<file path="src/rtl/uart_tx_arbiter_pkg.sv">
// Shared definitions for the UART transmit arbiter: FSM state encoding and
// the default tag base used for packet header beats.
package uart_tx_arbiter_pkg;

    typedef enum logic [1:0] {
        ST_IDLE   = 2'd0,
        ST_HEADER = 2'd1,
        ST_DATA   = 2'd2
    } arb_state_e;

    localparam logic [7:0] HEADER_BASE_DEFAULT = 8'hF0;

endpackage

</file>
<file path="src/rtl/uart_tx_arbiter_if.sv">
// Requester/transmitter bundle for the UART transmit arbiter.
// Valid/ready: a beat transfers on a rising clk edge where valid and ready are both high;
// valid must not wait on ready, and data stays stable while valid is high and ready is low.
interface uart_tx_arbiter_if #(
    parameter int PORTS      = 4,
    parameter int DATA_WIDTH = 8
);
    import uart_tx_arbiter_pkg::*;

    logic [PORTS*DATA_WIDTH-1:0] s_axi_tdata;
    logic [PORTS-1:0]            s_axi_tvalid;
    logic [PORTS-1:0]            s_axi_tlast;
    logic [PORTS-1:0]            s_axi_tready;
    logic [DATA_WIDTH-1:0]       m_axi_tdata;
    logic                        m_axi_tvalid;
    logic                        m_axi_tready;
    logic [$clog2(PORTS)-1:0]    grant;
    logic                        busy;
    arb_state_e                  dbg_state;

    modport slave (
        input  s_axi_tdata, s_axi_tvalid, s_axi_tlast, m_axi_tready,
        output s_axi_tready, m_axi_tdata, m_axi_tvalid, grant, busy, dbg_state
    );

    modport master (
        output s_axi_tdata, s_axi_tvalid, s_axi_tlast, m_axi_tready,
        input  s_axi_tready, m_axi_tdata, m_axi_tvalid, grant, busy, dbg_state
    );

endinterface

</file>
<file path="src/rtl/uart_tx_arbiter_rr_arbiter.sv">
// Combinational round-robin selector: first requester strictly after last_grant,
// wrapping to port 0; last_grant itself is considered last.
module rr_arbiter #(
    parameter int PORTS = 4
) (
    input  logic [PORTS-1:0]         req,
    input  logic [$clog2(PORTS)-1:0] last_grant,
    output logic [PORTS-1:0]         gnt_onehot,
    output logic [$clog2(PORTS)-1:0] gnt_idx
);
    localparam int IDX_W = $clog2(PORTS);

    logic found;

    always_comb begin
        gnt_onehot = '0;
        gnt_idx    = '0;
        found      = 1'b0;
        // Ports above last_grant first, then the wrapped-around lower ports.
        for (int i = 0; i < PORTS; i++) begin
            if (!found && req[i] && (IDX_W'(i) > last_grant)) begin
                found         = 1'b1;
                gnt_onehot[i] = 1'b1;
                gnt_idx       = IDX_W'(i);
            end
        end
        for (int i = 0; i < PORTS; i++) begin
            if (!found && req[i] && (IDX_W'(i) <= last_grant)) begin
                found         = 1'b1;
                gnt_onehot[i] = 1'b1;
                gnt_idx       = IDX_W'(i);
            end
        end
    end

endmodule

</file>
<file path="src/rtl/uart_tx_arbiter.sv">
// Packet-granular round-robin arbiter feeding one UART transmitter through a
// single output register, optionally prefixing each packet with a port tag.
module uart_tx_arbiter
    import uart_tx_arbiter_pkg::*;
#(
    parameter int         PORTS         = 4,
    parameter int         DATA_WIDTH    = 8,
    parameter int         HEADER_ENABLE = 1,
    parameter logic [7:0] HEADER_BASE   = HEADER_BASE_DEFAULT
) (
    input logic              clk,
    input logic              rst,
    uart_tx_arbiter_if.slave bus
);
    localparam int IDX_W = $clog2(PORTS);

    arb_state_e            state_q, state_d;
    logic [IDX_W-1:0]      grant_q, grant_d;
    logic [IDX_W-1:0]      last_grant_q, last_grant_d;
    logic [DATA_WIDTH-1:0] out_data_q, out_data_d;
    logic                  out_valid_q, out_valid_d;
    logic                  busy_q, busy_d;

    logic [PORTS-1:0]      arb_onehot;
    logic [IDX_W-1:0]      arb_idx;
    logic [DATA_WIDTH-1:0] port_data [PORTS];
    logic [PORTS-1:0]      tready;
    logic                  out_free;
    logic                  accept;
    logic [DATA_WIDTH-1:0] tag;

    rr_arbiter #(.PORTS(PORTS)) u_rr (
        .req        (bus.s_axi_tvalid),
        .last_grant (last_grant_q),
        .gnt_onehot (arb_onehot),
        .gnt_idx    (arb_idx)
    );

    always_comb begin
        for (int i = 0; i < PORTS; i++) begin
            port_data[i] = bus.s_axi_tdata[i*DATA_WIDTH +: DATA_WIDTH];
        end
    end

    // Output register can take a new beat when empty or draining this cycle.
    assign out_free = !out_valid_q || bus.m_axi_tready;
    assign accept   = (state_q == ST_DATA) && bus.s_axi_tvalid[grant_q] && out_free;
    assign tag      = DATA_WIDTH'(32'(HEADER_BASE) + 32'(grant_q));

    always_comb begin
        tready = '0;
        if (state_q == ST_DATA) begin
            tready[grant_q] = out_free;
        end
    end

    always_comb begin
        state_d      = state_q;
        grant_d      = grant_q;
        last_grant_d = last_grant_q;
        out_data_d   = out_data_q;
        out_valid_d  = out_valid_q;
        if (bus.m_axi_tready) begin
            out_valid_d = 1'b0;
        end
        case (state_q)
            ST_IDLE: begin
                if (|arb_onehot) begin
                    grant_d = arb_idx;
                    state_d = (HEADER_ENABLE != 0) ? ST_HEADER : ST_DATA;
                end
            end
            ST_HEADER: begin
                if (out_free) begin
                    out_data_d  = tag;
                    out_valid_d = 1'b1;
                    state_d     = ST_DATA;
                end
            end
            ST_DATA: begin
                if (accept) begin
                    out_data_d  = port_data[grant_q];
                    out_valid_d = 1'b1;
                    if (bus.s_axi_tlast[grant_q]) begin
                        last_grant_d = grant_q;
                        state_d      = ST_IDLE;
                    end
                end
            end
            default: state_d = ST_IDLE;
        endcase
        busy_d = (state_d != ST_IDLE) || out_valid_d;
    end

    // last_grant resets to the top port so port 0 wins the first arbitration.
    always_ff @(posedge clk or posedge rst) begin
        if (rst) begin
            state_q      <= ST_IDLE;
            grant_q      <= '0;
            last_grant_q <= IDX_W'(PORTS - 1);
            out_data_q   <= '0;
            out_valid_q  <= 1'b0;
            busy_q       <= 1'b0;
        end else begin
            state_q      <= state_d;
            grant_q      <= grant_d;
            last_grant_q <= last_grant_d;
            out_data_q   <= out_data_d;
            out_valid_q  <= out_valid_d;
            busy_q       <= busy_d;
        end
    end

    assign bus.s_axi_tready = tready;
    assign bus.m_axi_tdata  = out_data_q;
    assign bus.m_axi_tvalid = out_valid_q;
    assign bus.grant        = grant_q;
    assign bus.busy         = busy_q;
    assign bus.dbg_state    = state_q;

endmodule

</file>
<file path="src/flat_wrapper.sv">
// flat-port wrapper written by rule: the top's interface ports become plain ports
module uart_tx_arbiter_flat import uart_tx_arbiter_pkg::*;
#(
    parameter int         PORTS         = 4,
    parameter int         DATA_WIDTH    = 8,
    parameter int         HEADER_ENABLE = 1,
    parameter logic [7:0] HEADER_BASE   = HEADER_BASE_DEFAULT
)
  (clk, rst, bus_s_axi_tdata, bus_s_axi_tvalid, bus_s_axi_tlast, bus_m_axi_tready, bus_s_axi_tready, bus_m_axi_tdata, bus_m_axi_tvalid, bus_grant, bus_busy, bus_dbg_state);
  uart_tx_arbiter_if #(.PORTS(PORTS), .DATA_WIDTH(DATA_WIDTH)) bus_i ();
  input logic clk;
  input logic rst;
  input wire logic [$bits(bus_i.s_axi_tdata)-1:0] bus_s_axi_tdata;
  input wire logic [$bits(bus_i.s_axi_tvalid)-1:0] bus_s_axi_tvalid;
  input wire logic [$bits(bus_i.s_axi_tlast)-1:0] bus_s_axi_tlast;
  input wire logic [$bits(bus_i.m_axi_tready)-1:0] bus_m_axi_tready;
  output wire logic [$bits(bus_i.s_axi_tready)-1:0] bus_s_axi_tready;
  output wire logic [$bits(bus_i.m_axi_tdata)-1:0] bus_m_axi_tdata;
  output wire logic [$bits(bus_i.m_axi_tvalid)-1:0] bus_m_axi_tvalid;
  output wire logic [$bits(bus_i.grant)-1:0] bus_grant;
  output wire logic [$bits(bus_i.busy)-1:0] bus_busy;
  output wire logic [$bits(bus_i.dbg_state)-1:0] bus_dbg_state;
  assign bus_i.s_axi_tdata = bus_s_axi_tdata;
  assign bus_i.s_axi_tvalid = bus_s_axi_tvalid;
  assign bus_i.s_axi_tlast = bus_s_axi_tlast;
  assign bus_i.m_axi_tready = bus_m_axi_tready;
  assign bus_s_axi_tready = bus_i.s_axi_tready;
  assign bus_m_axi_tdata = bus_i.m_axi_tdata;
  assign bus_m_axi_tvalid = bus_i.m_axi_tvalid;
  assign bus_grant = bus_i.grant;
  assign bus_busy = bus_i.busy;
  assign bus_dbg_state = bus_i.dbg_state;
  uart_tx_arbiter #(.PORTS(PORTS), .DATA_WIDTH(DATA_WIDTH), .HEADER_ENABLE(HEADER_ENABLE), .HEADER_BASE(HEADER_BASE)) u_core (.clk(clk), .rst(rst), .bus(bus_i));
endmodule
</file>
<file path="config.mk">
export PLATFORM = sky130hd
export DESIGN_NAME = uart_tx_arbiter_flat
export DESIGN_NICKNAME = d
export VERILOG_FILES = /design/src/rtl/uart_tx_arbiter_pkg.sv /design/src/rtl/uart_tx_arbiter_if.sv /design/src/rtl/uart_tx_arbiter_rr_arbiter.sv /design/src/rtl/uart_tx_arbiter.sv /design/src/flat_wrapper.sv
export SDC_FILE = /design/constraint.sdc
export NUM_CORES = 1
export LEC_CHECK = 0
export ABC_AREA = 1
export CAP_MARGIN = 15
export CORE_UTILIZATION = 35
export CTS_CLUSTER_DIAMETER = 150
export DETAILED_ROUTE_END_ITERATION = 7
export PLACE_DENSITY = 0.83
export SLEW_MARGIN = 30
export SYNTH_ARGS = -nofsm -noshare
export SYNTH_HDL_FRONTEND = slang
export SYNTH_HIERARCHICAL = 1
export SYNTH_SLANG_ARGS = --single-unit
export TNS_END_PERCENT = 30
</file>
<file path="constraint.sdc">
create_clock -name clk -period 1.5 [get_ports clk]
set_clock_uncertainty 0.2 [all_clocks]
set_input_delay 0.3 -clock clk [delete_from_list [all_inputs] [get_ports clk]]
set_output_delay 0.3 -clock clk [all_outputs]
set_load 0.1 [all_outputs]
</file>
After elaboration in Yosys (flattened, before gate mapping)
Index checks and enable logic that the tools add are counted.
W data, S select, Z words.
Word-level totals
  bits in registers: 16
  logic and storage cells: 102
  bits of input ports: 43
  output and inout port bits: 18
Cells by class
  add/sub/neg operators: 1
  equal/unequal tests: 4
  reductions and logical operators: 35
  magnitude comparators: 11
  bitwise operators: 2
  muxes and demuxes: 43
Operators with widths (count)
  $mux W8: 4
  $mux W1: 21
  $mux W2: 10
  $logic_and A1 B1 Y1: 18
  $bmux W8 S2: 1
  $pmux W8 S2: 1
  $add A8 B2 Y8 const A: 1
  $logic_not A1 Y1: 8
  $pmux W2 S3: 1
  $reduce_and A3 Y1: 2
  $and A4 B4 Y4: 1
  $bmux W1 S2: 2
  $gt A1 B2 Y1 const A: 2
  $gt A2 B2 Y1 const A: 2
  $le A1 B2 Y1 const A: 2
  $le A2 B2 Y1 const A: 2
  $mux W4: 1
  $ne A2 B1 Y1 const B: 2
  $reduce_bool A2 Y1: 2
  $reduce_or A4 Y1: 1
  $ge A3 B3 Y1 const B: 1
  $lt A2 B3 Y1 const B: 1
  $not A2 Y3: 1
  $demux W1 S2: 1
  7 further kinds: 8

Depth between registers and ports, before layout
  word-level depth: 36
  depth in mapped cells: 13
  gate-level depth less buffers: 13

By module
Netlist, hierarchy kept.
By module, submodules not included
  uart_tx_arbiter: instances 1, cells each 164, area an instance 1133.6 um^2, seq. area each 402.9 um^2
  rr_arbiter: instances 1, cells each 32, area an instance 157.7 um^2, seq. area each 0.0 um^2

Worst setup path before layout
No wires, ideal clock.
  kind: register -> output
  from: reg u_core.state_q[1], in the netlist u_core/bus.dbg_state[1]
  to: out bus_s_axi_tready[0]
  path buffers: 1
  arrival: 3.749 ns
  slack: -2.749 ns
  cell stages (with the launch flop): 7
  required time: 1.000 ns
  cells stage by stage: dfrtp_1 ha_1 buf_4 inv_1 nor2_2 inv_1 nor3_1
On the way
  word-level cells in the longest chain between the ends: 2
Ends and longest elaborated chain
  from (decl): line uart_tx_arbiter.sv:17  | arb_state_e state_q, state_d;
  from (signal assigned): line uart_tx_arbiter.sv:105  | state_q <= state_d;
  $eq A2 B2 Y1: line uart_tx_arbiter.sv:52  | if (state_q == ST_DATA) begin
  $mux W4: line uart_tx_arbiter.sv:52
  to (decl): line flat_wrapper.sv:17  | output wire logic [$bits(bus_i.s_axi_tready)-1:0] bus_s_axi_tready;
No other way between the ends.

Worst setup path after layout
  from: reg u_core.state_q[0], in the netlist u_core/bus.dbg_state[0]
  to: out bus_s_axi_tready[0]
Same word-level chain as after synthesis.

==> impl_results.md <==
* Die height at 62.7 µm
* CTS root buf: clkbuf_8
* Max-cap violations at 0
* Clock Latency Late Sink at 0.25 ns
* Area growth from synthesis to layout at 103%
* Setup ws final at -0.579 ns
* Synth cell types at 24
* Fmax at 0.481 GHz
* RSZ-0062 raised after global routing: yes
* Most common cell after layout, fill and taps aside: nand2_1
* Grt ovf at 0
* Total Nets Final at 342
* Hold_ws at 0.149 ns
* Die ar. at 0.00394 mm²
* Largest cells by area after synthesis: dfrtp_1, nand2_1, inv_1
* Total negative setup slack at -7.06 ns
* N_diodes at 0
* GRT busiest layer: met2
* Post-Syn Instances at 196
* Most frequent cells in the layout: nand2_1, clkdlybuf4s50_1, buf_4
* First-pass GRT wire length at 7.74 mm
* Worst-path maximum fanout at 4
* GR Util met2 at 46.6%
* Worst r2r src: u_core/last_grant_q[1]$_DFFE_PP1P_
* Synth Area per Inst at 6.59 µm²
* Tcrit/Tclk final at 139%
* VDD IR-drop max at 1.60 mV
* Clock Path Buffers at 2
* Boundary pin count at 61
* Startpoint class of the critical path: register
* Number of buffers created by CTS at 3
* Gpl congestion at 0.840
* Buffers on Ports at 60
* Vias per cell at 4.99
* Core Rows at 21
* Die W at 62.7 µm
* WP data arrival at 1.58 ns
* Internal at 2.76 mW
* Clk network pwr share at 5.6%
* Clock transition at path regs at 0.07 ns
* GRT met1 Usage at 26.6%
* PD cells at 2320 mW/mm²
* H-tree depth at 1
* LEAKAGE at 1.21 nW
* Yosys warnings at 6
* Share of the yosys chip area belonging to registers at 31.2%
* Synth area leader: dfrtp_1
* Total net switching power at 3.32 mW
* Failing checks: negative setup slack
* Endpoints failing hold at 0
* Routed Wire Length at 4.81 mm
* Clock Sinks at 16
* CP Capture Type: output port
* Post-synthesis cell area at 0.00129 mm²
* Hpwl dp at 3.47 mm
* Net Sw Frac at 54.6%
* Vias in the first global route at 1759
* Layout cell share with drive strength beyond 1 at 39.5%
* FF-to-FF path depth at 12
* Relative slew margins at 80.7%
* Critical setup path kind: register to output port
* Total Power at 6.08 mW
* Core Footprint at 0.00344 mm²
* GRT Util Overall at 24.9%
* Final ANT Viol Nets at 0
* Logic pwr share at 78.5%
* FF-to-FF setup slack at -0.47 ns
* Yosys reg bits at 16
* DRC viols at 0
* Synthesized Nets at 243
* Pre-CTS setup slack at -0.555 ns
* Drt wl/cell at 14.1 µm
* Drt pass-1 iters at 4
* Outcome: complete, but fails checks
* CTS Hold Bufs at 0
* Post-layout min period at 2.08 ns
* Worst-Margin Slew at 0.290 ns
* Initial antenna violation count at 0
* Reg power frac at 15.9%
* Setup-failing EPs final at 24
* Proportion of netlist area held by the largest area contributor at 27.1%
* Starting DRC count in detailed routing at 80
* GRT met3 Usage at 7.30%
* Vias at 1695
* Final Slew Violations at 0
* Initial core utilization at 37.5%
* Hold crit path type: input pin to asynchronous set/reset pin
* Largest net degree at the start of global routing at 17
* Worst Path Required at 1.00 ns
* CTS tree: done
* Worst R2R End: u_core/bus.busy$_DFF_PP0_
critical path, stage by stage, from the launching register on:
cell     delay [ns]
dfrtp_4        0.49
inv_4          0.07
ha_4           0.15
inv_4          0.04
nor2_4         0.11
inv_4          0.08
nor3_4         0.20
buf_12         0.20
power by group through the flow:
stage,sequential [mW],combinational [mW],clock (mW)
finish,0.967,4.77,0.339
global route,1.00,5.02,0.366
CTS,0.962,4.59,0.344
detailed placement,0.955,4.34,0
global placement,0.942,4.23,0
floorplan,2.05,1.49,0
timing repair:
| item | 4_1_cts | 5_1_grt |
|---|---|---|
| endpoints found under the setup margin | 25 | 25 |
| setup buffers | 4 | 2 |
| pin swaps | 4 | 4 |
| cloned | 0 | 0 |
| gates resized for setup | 23 | 10 |
cell usage after synthesis (all sizes together):
cell type and instances:
a21oi 7, a22oi 2, a31oi 1, buf 4
dfrtp 14, dfstp 2, ha 4, inv 27
nand2 85, nand3 7, nand4 8, nor2 17
nor3 3, o21ai 15
worst max path at each step:
| stage | endpoint | from | cells after the start |
|---|---|---|---|
| after global placement | bus_s_axi_tready[2] | bus_m_axi_tready | 6 |
| after detailed placement | u_core/bus.m_axi_tdata[1]$_DFFE_PP0P_ | bus_m_axi_tready | 8 |
| after floorplan | bus_s_axi_tready[2] | u_core/bus.dbg_state[0]$_DFF_PP0_ | 7 |
| final | bus_s_axi_tready[0] | u_core/bus.dbg_state[0]$_DFF_PP0_ | 7 |
| after CTS | bus_s_axi_tready[0] | u_core/bus.dbg_state[0]$_DFF_PP0_ | 7 |
| after global routing | bus_s_axi_tready[0] | u_core/bus.dbg_state[0]$_DFF_PP0_ | 7 |
cell families after synthesis:
kind of cell             count (synthesis)  synth area share, %
AND/OR/NAND/NOR                        120                 42.5
adder cells (fa/ha/maj)                  4                 3.88
buffers and inverters                   31                 11.3
flip-flops                              16                 31.2
AO/OA/AOI/OAI                           25                 11.0
cell type report:
class,count,area (µm²)
timing repair buffer,98,1100
multi-input combinational,149,883
fill,201,816
sequential,16,419
inverter,27,116
tap,46,57.6
clock buffer,4,45.0
flip-flops by register name, indices dropped and copies added, names as in the netlist:
register / count
u_core/bus.m_axi_tvalid: 1
u_core/bus.m_axi_tdata: 8
u_core/bus.dbg_state: 2
u_core/bus.grant: 2
u_core/last_grant_q: 2
u_core/bus.busy: 1
routing by layer:
layer	part of all wire [%]	routed length (µm)
met5	0	0
met3	7.1	340
met2	51	2430
met4	2.0	97
met1	40	1930
metrics by stage:
stage / utilization, % / instances / instance area [µm²]
after CTS: 74.6 / 338 / 2570
after global placement: 70.7 / 330 / 2430
after global routing: 76.3 / 340 / 2630
after detailed placement: 70.7 / 330 / 2430
after floorplan: - / 196 / 1380
final: 76.3 / 340 / 2630
Power figures use the tool's default switching activity.
